<file path="src/rtl/pa_soc_param.sv">
// pa_soc_param: shared register-file and write-back widths used across the SoC slice
package pa_soc_param;
  localparam int REG_BUS_WIDTH = 5;
  localparam int DATA_BUS_WIDTH = 32;
  localparam int REG_NUM = 32;
  localparam logic [DATA_BUS_WIDTH-1:0] ZERO_WORD = '0;
  localparam int WB_REQ_NUM = 3;
  typedef logic [REG_BUS_WIDTH-1:0] reg_idx_t;
endpackage

</file>
<file path="src/rtl/pa_soc_wb_arb_if.sv">
// pa_soc_wb_arb_if: write-back request bus, NUM_REQ requesters packed side by side
//   wb_vld/wb_rdy: per-requester handshake; wb_addr: 5 bits per requester; wb_data: DATA_W bits per requester
//   master: execution units; slave: the write-back arbiter
interface pa_soc_wb_arb_if
  import pa_soc_param::*;
#(parameter int NUM_REQ = WB_REQ_NUM, parameter int DATA_W = DATA_BUS_WIDTH);
  logic [NUM_REQ-1:0] wb_vld;
  logic [NUM_REQ-1:0] wb_rdy;
  logic [NUM_REQ*REG_BUS_WIDTH-1:0] wb_addr;
  logic [NUM_REQ*DATA_W-1:0] wb_data;
  modport master (output wb_vld, wb_addr, wb_data, input wb_rdy);
  modport slave (input wb_vld, wb_addr, wb_data, output wb_rdy);
endinterface

</file>
<file path="src/rtl/pa_soc_rr_arb.sv">
// pa_soc_rr_arb: N-way round-robin grant, combinational pick plus registered pointer
//   clk_i, rst_n_i (async, active-low); req: requests; gnt: one-hot grant; gnt_idx/gnt_vld: granted index and any-grant
module pa_soc_rr_arb #(
  parameter int N = 3,
  localparam int PW = (N > 1) ? $clog2(N) : 1
) (
  input  logic          clk_i,
  input  logic          rst_n_i,
  input  logic [N-1:0]  req,
  output logic [N-1:0]  gnt,
  output logic [PW-1:0] gnt_idx,
  output logic          gnt_vld
);
  logic [PW-1:0] ptr;
  logic [PW-1:0] idx;
  // walk from the farthest slot back towards ptr so the closest request wins last
  always_comb begin
    gnt = '0;
    gnt_idx = '0;
    idx = '0;
    for (int k = N - 1; k >= 0; k--) begin
      idx = PW'((int'(ptr) + k) % N);
      if (req[idx]) begin
        gnt = '0;
        gnt[idx] = 1'b1;
        gnt_idx = idx;
      end
    end
  end
  assign gnt_vld = |req;
  always_ff @(posedge clk_i or negedge rst_n_i)
    if (!rst_n_i) ptr <= '0;
    else if (gnt_vld) ptr <= (int'(gnt_idx) == N - 1) ? '0 : gnt_idx + 1'b1;
endmodule

</file>
<file path="src/rtl/pa_soc_wb_arb.sv">
// pa_soc_wb_arb: register-file write-port arbiter with RAW busy scoreboard
//   clk_i, rst_n_i (async, active-low); wb: requester bus (slave); iss_vld/iss_addr: destination issued by decode
//   rs1_addr/rs2_addr -> rs_busy: stall query; rd_addr/rd_data/rd_data_vld: register-file write port; flush: clear scoreboard
//   PA_SOC_WB_BYPASS_EN: adds byp1/byp2 forwarding of the in-flight write and drops it from rs_busy
module pa_soc_wb_arb
  import pa_soc_param::*;
#(
  parameter int NUM_REQ = WB_REQ_NUM,
  parameter int DATA_W = DATA_BUS_WIDTH
) (
  input  logic              clk_i,
  input  logic              rst_n_i,
  pa_soc_wb_arb_if.slave    wb,
  input  logic              iss_vld,
  input  reg_idx_t          iss_addr,
  input  reg_idx_t          rs1_addr,
  input  reg_idx_t          rs2_addr,
  input  logic              flush,
  output logic              rs_busy,
  output reg_idx_t          rd_addr,
  output logic [DATA_W-1:0] rd_data,
  output logic              rd_data_vld
`ifdef PA_SOC_WB_BYPASS_EN
  ,
  output logic              byp1_vld,
  output logic              byp2_vld,
  output logic [DATA_W-1:0] byp1_data,
  output logic [DATA_W-1:0] byp2_data
`endif
);
  localparam int PW = (NUM_REQ > 1) ? $clog2(NUM_REQ) : 1;
  logic [NUM_REQ-1:0] gnt;
  logic [PW-1:0]      g_idx;
  logic               g_vld;
  reg_idx_t           g_addr;
  logic [DATA_W-1:0]  g_data;
  logic               g_wr;
  logic [REG_NUM-1:0] busy;
  logic [REG_NUM-1:0] set_m;
  logic [REG_NUM-1:0] clr_m;
  logic               fwd1;
  logic               fwd2;
  pa_soc_rr_arb #(.N(NUM_REQ)) u_arb (
    .clk_i   (clk_i),
    .rst_n_i (rst_n_i),
    .req     (wb.wb_vld),
    .gnt     (gnt),
    .gnt_idx (g_idx),
    .gnt_vld (g_vld)
  );
  assign wb.wb_rdy = gnt;
  assign g_addr = wb.wb_addr[int'(g_idx)*REG_BUS_WIDTH +: REG_BUS_WIDTH];
  assign g_data = wb.wb_data[int'(g_idx)*DATA_W +: DATA_W];
  // x0 writes complete the handshake but never reach the register file
  assign g_wr = g_vld && (g_addr != '0);
  always_ff @(posedge clk_i or negedge rst_n_i)
    if (!rst_n_i) begin
      rd_data_vld <= 1'b0;
      rd_addr <= '0;
      rd_data <= '0;
    end else begin
      rd_data_vld <= g_wr;
      if (g_wr) begin
        rd_addr <= g_addr;
        rd_data <= g_data;
      end
    end
  // set is applied after clear so a same-cycle issue keeps the register busy; bit 0 is forced clear
  assign set_m = (iss_vld && !flush) ? REG_NUM'(1) << iss_addr : '0;
  assign clr_m = g_vld ? REG_NUM'(1) << g_addr : '0;
  always_ff @(posedge clk_i or negedge rst_n_i)
    if (!rst_n_i) busy <= '0;
    else busy <= flush ? '0 : ((busy & ~clr_m) | set_m) & ~REG_NUM'(1);
  // rd_data_vld implies rd_addr != 0, so x0 never matches
  assign fwd1 = rd_data_vld && (rd_addr == rs1_addr);
  assign fwd2 = rd_data_vld && (rd_addr == rs2_addr);
`ifdef PA_SOC_WB_BYPASS_EN
  assign rs_busy = busy[rs1_addr] | busy[rs2_addr];
  assign byp1_vld = fwd1;
  assign byp2_vld = fwd2;
  assign byp1_data = rd_data;
  assign byp2_data = rd_data;
`else
  // the register file commits one cycle after rd_data_vld, so the in-flight write still stalls
  assign rs_busy = busy[rs1_addr] | busy[rs2_addr] | fwd1 | fwd2;
`endif
endmodule
</file>
<file path="src/flat_wrapper.sv">
// flat-port wrapper written by rule: the top's interface ports become plain ports
module pa_soc_wb_arb_flat import pa_soc_param::*;
#(
  parameter int NUM_REQ = WB_REQ_NUM,
  parameter int DATA_W = DATA_BUS_WIDTH
)
  (clk_i, rst_n_i, iss_vld, iss_addr, rs1_addr, rs2_addr, flush, rs_busy, rd_addr, rd_data, rd_data_vld, wb_wb_vld, wb_wb_addr, wb_wb_data, wb_wb_rdy);
  pa_soc_wb_arb_if #(.NUM_REQ(NUM_REQ), .DATA_W(DATA_W)) wb_i ();
  input  logic clk_i;
  input  logic rst_n_i;
  input  logic iss_vld;
  input  reg_idx_t iss_addr;
  input  reg_idx_t rs1_addr;
  input  reg_idx_t rs2_addr;
  input  logic flush;
  output logic rs_busy;
  output reg_idx_t rd_addr;
  output logic [DATA_W-1:0] rd_data;
  output logic rd_data_vld;
  input wire logic [$bits(wb_i.wb_vld)-1:0] wb_wb_vld;
  input wire logic [$bits(wb_i.wb_addr)-1:0] wb_wb_addr;
  input wire logic [$bits(wb_i.wb_data)-1:0] wb_wb_data;
  output wire logic [$bits(wb_i.wb_rdy)-1:0] wb_wb_rdy;
  assign wb_i.wb_vld = wb_wb_vld;
  assign wb_i.wb_addr = wb_wb_addr;
  assign wb_i.wb_data = wb_wb_data;
  assign wb_wb_rdy = wb_i.wb_rdy;
  pa_soc_wb_arb #(.NUM_REQ(NUM_REQ), .DATA_W(DATA_W)) u_core (.clk_i(clk_i), .rst_n_i(rst_n_i), .wb(wb_i), .iss_vld(iss_vld), .iss_addr(iss_addr), .rs1_addr(rs1_addr), .rs2_addr(rs2_addr), .flush(flush), .rs_busy(rs_busy), .rd_addr(rd_addr), .rd_data(rd_data), .rd_data_vld(rd_data_vld));
endmodule
</file>
<file path="config.mk">
export PLATFORM = sky130hd
export DESIGN_NAME = pa_soc_wb_arb_flat
export DESIGN_NICKNAME = d
export VERILOG_FILES = /design/src/rtl/pa_soc_param.sv /design/src/rtl/pa_soc_wb_arb_if.sv /design/src/rtl/pa_soc_rr_arb.sv /design/src/rtl/pa_soc_wb_arb.sv /design/src/flat_wrapper.sv
export SDC_FILE = /design/constraint.sdc
export NUM_CORES = 1
export LEC_CHECK = 0
export BUFFER_PORTS_ARGS = -buffer_cell sky130_fd_sc_hd__buf_4
export CAP_MARGIN = 20
export CORE_UTILIZATION = 23
export DETAILED_ROUTE_END_ITERATION = 10
export GPL_TIMING_DRIVEN = 1
export PLACE_DENSITY = 0.41
export REMOVE_ABC_BUFFERS = 1
export SETUP_SLACK_MARGIN = 0.05
export SLEW_MARGIN = 20
export SYNTH_ARGS = -nofsm -noshare
export SYNTH_HDL_FRONTEND = slang
export SYNTH_SLANG_ARGS = --single-unit
</file>
<file path="constraint.sdc">
create_clock -name clk_i -period 5.65 [get_ports clk_i]
set_clock_uncertainty 0.05 [all_clocks]
set_input_delay 0.565 -clock clk_i [delete_from_list [all_inputs] [get_ports clk_i]]
set_output_delay 0.565 -clock clk_i [all_outputs]
set_load 0.005 [all_outputs]
</file>
==> impl_metrics.csv <==
group,metric,value,unit
status,status,"finished, final reports clean",
logic_synthesis,yosys.area_share.xor_xnor,1.71,%
clock_network,clock_latency,0.34,ns
logic_synthesis,synth_seq_cells,71,
setup_path,rrSetupSlack,1.84,ns
logic_synthesis,synth_flop_cell,"dfrtp_1",
final_layout,seqCellArea,1780,µm²
clock_network,cts_tree,"built",
floorplanning,die_area,22900,µm²
logic_synthesis,netlist.top_cell.by_area,"dfrtp_1",
pwr,power.internal,1870,µW
pwr,p_comb_share,53.2,%
pwr,pwr-share-seq,27.4,%
clock_network,clkTransAtPathRegs,0.06,ns
final_layout,area_delta_synth_final,36.0,%
final_layout,mostFrequentLayoutCell,"buf_4",
route,wl_per_cell,17.1,µm
floorplanning,ios,175,
global_routing,grt_start_max_net_pins,72,
final_layout,diodes,0,
logic_synthesis,ys_types,61,
route,wirelength,16.5,mm
floorplanning,start_util,23.5,%
clock_network,h-tree-depth,3,
placement,gp_congestion,0.810,
setup_path,crit_path_end_kind,"flop",
setup_path,criticalPathCategory,"flop to flop",
placement,dp_cells,949,
route,drtAntennaViolNets,0,
floorplanning,fp.coreArea,21800,µm²
global_routing,antenna_found_initial,0,
setup_path,max_stage_delay,0.53,ns
flow_run,maxCapViolations,0,
route,dr.first_iter.drc_count,259,
pwr,p_switching,1200,µW
sta,relSlewSlack,36.5,%
logic_synthesis,synth_top_family_by_area,"multiplexers",
route,viasPerCell,4.78,
final_layout,multiInputGateArea,3100,µm²
setup_path,startpoint,"u_core.u_arb.ptr[0]$_DFFE_PN0P_",
setup_path,worstPathCellList,"inv_1 > ha_1 > nor2b_4 > o2111ai_2 > nand2_2 > buf_4 > o31a_1 > a211oi_4 > a21oi_4 > buf_4 > mux2_1",
sta,rsz0062_at_grt,"no",
logic_synthesis,ys_async_sr_fraction,100,%
final_layout,final_cell_mix,"180 x buf_4, 75 x nand2_1, 71 x dfrtp_1",
floorplanning,die_w,151,µm
logic_synthesis,synth_edf_count,0,
setup_path,rr_endpoint,"u_core.rd_data[10]$_DFFE_PN0P_",
global_routing,grt.total_usage,14.9,%
route,num_vias,4615,
global_routing,grt-ovfl-total,0,
logic_synthesis,netlist_instances,522,
final_layout,drive_above_1_share,38.1,%
clock_network,cts_buffer_depth,2,
setup_path,required,5.83,ns
clock_network,hold_buffers,0,
min_path,hold_class,"input port to async pin",
final_layout,layout.cells.non_filler,965,
setup_path,crit_path_frequent_cell,"buf_4",
clock_network,cts_made_buffers,9,
floorplanning,die_h,151,µm
pwr,clkPwrFrac,19.3,%
setup_path,rr_worst_depth,11,
sta,slew_viol_final,0,
logic_synthesis,synth_compound_area_share,19.2,%
setup_path,cp-endpoint,"u_core.rd_data[10]$_DFFE_PN0P_",
floorplanning,row_count,54,
sta,min_period,3.81,ns
global_routing,grt_pass1_wl,25.5,mm
final_layout,fillers,2267,
pwr,power,3060,µW
clock_network,postCtsSetupBuffers,0,
setup_path,crit_path_start_kind,"flop",
logic_synthesis,synthAdderAreaFrac,0.975,%
pwr,pwr_density_cell,439,nW/µm²
logic_synthesis,syn-cell-area,5130,µm²
logic_synthesis,synth_mux_area_share,25.0,%
logic_synthesis,yosysTopAreaCellShare,34.6,%
pwr,p_leak,0.00327,µW
placement,hpwl,12.6,mm
logic_synthesis,yosys_warnings,0,
setup_path,cp_data_arrival_time,3.99,ns
setup_path,r2r-start,"u_core.u_arb.ptr[0]$_DFFE_PN0P_",
sta,finalCritPeriodShare,67.5,%
route,drc,0,
setup_path,crit_fanout,71,
logic_synthesis,synth.avg_cell_area,9.83,µm²
global_routing,grt_pass1_vias,4698,
pwr,p_sw_share,39.0,%
logic_synthesis,yosys.area_share.simple,13.4,%
placement,portBuffers,174,
route,dr.pass1.iters,4,
logic_synthesis,synth_seq_area_share,34.6,%
logic_synthesis,ys_top_cells_by_area,"dfrtp_1 35%, mux2_4 8.5%, mux4_2 7.9%",
sta,clock.fmax,262,MHz
clock_network,clock_sinks,71,
setup_path,cpMaxStageDelayCell,"buf_4",
sta,setup_violations,0,
sta,finalHoldViolations,0,
sta,tightestPinTransition,0.952,ns
clock_network,cts_resized,0,
pwr,peakVddDrop,0.000147,V
clock_network,cts_root_buffer,"clkbuf_16",
final_layout,fin_nets,817,
==> cell type report <==
class                           instances  share of cell area, %
Multi-Input combinational cell        393                   44.4
Sequential cell                        71                   25.5
Timing Repair Buffer                  180                   19.4
Tap cell                              280                   5.02
Clock buffer                           10                   3.42
Inverter                               25                   1.34
Clock inverter                          6                  0.950
==> sequential cells by signal, indices dropped and copies added, names as in the netlist <==
name and count:
u_core.rd_data 32, u_core.busy 31, u_core.rd_addr 5, u_core.u_arb.ptr 2, u_core.rd_data_vld 1
==> Yosys cell counts, drive strengths merged (6+ instances only) <==
cell	count
nand2	76
dfrtp	71
o21ai	67
mux2i	38
mux2	34
inv	25
mux4	18
buf	17
clkbuf	16
nor2	14
a21oi	12
nor3	12
nand3	11
a22oi	7
nand2b	7
a22o	6
o32ai	6
xnor2	6
==> cell families (layout without fill, tap and decap cells) <==
logic type | count (synthesis) | in the layout
AND/OR/NAND/NOR | 145 | 145
AO/OA/AOI/OAI | 144 | 144
multiplexers | 90 | 90
flip-flops | 71 | 71
buffers and inverters | 58 | 221
XOR/XNOR | 10 | 10
adder cells (fa/ha/maj) | 4 | 4
==> critical path, delay by kind of cell (launching register included) <==
family                   cells  cell delay, ns
buffers and inverters        3            1.11
multiplexers                 1            0.38
AND/OR/NAND/NOR              2            0.44
AO/OA/AOI/OAI                4            0.78
flip-flops                   1            0.40
adder cells (fa/ha/maj)      1            0.50
==> worst min-delay path by stage <==
stage	from	to	cells after the start
6_report	rst_n_i	u_core.rd_data[18]$_DFFE_PN0P_	1
3_3_place_gp	u_core.rd_data[9]$_DFFE_PN0P_	u_core.rd_data[9]$_DFFE_PN0P_	1
5_1_grt	rst_n_i	u_core.rd_data[29]$_DFFE_PN0P_	1
2_1_floorplan	rst_n_i	u_core.busy[10]$_DFF_PN0_	0
3_5_place_dp	u_core.rd_data[10]$_DFFE_PN0P_	u_core.rd_data[10]$_DFFE_PN0P_	1
4_1_cts	rst_n_i	u_core.rd_data[10]$_DFFE_PN0P_	1
==> metrics by stage <==
step / utilization [%] / TNS [ns] / cell area (µm²) / setup WS, ns / hold slack (ns)
2_1_floorplan: - / -2.15 / 4960 / -0.0966 / 0.219
3_3_place_gp: 30.6 / 0 / 6670 / 1.93 / 0.423
3_5_place_dp: 30.6 / 0 / 6670 / 1.81 / 0.430
4_1_cts: 32.0 / 0 / 6980 / 1.81 / 0.358
5_1_grt: 32.0 / 0 / 6980 / 1.55 / 0.393
6_report: 32.0 / 0 / 6980 / 1.84 / 0.315
==> power groups by stage <==
stage / Sequential [µW] / Clock, µW / Combinational, µW
finish: 841 / 592 / 1630
global route: 871 / 632 / 1790
CTS: 847 / 611 / 1650
detailed placement: 841 / 0 / 1650
global placement: 847 / 0 / 1640
floorplan: 817 / 0 / 1020
==> per-layer routing <==
metal | global-route usage (%) | routed length, µm
met4 | 5.45 | 288
met5 | 0 | 0
met2 | 24.2 | 7620
met1 | 18.7 | 7310
met3 | 4.10 | 1250
Note: power is estimated with default switching activity, not from simulation.
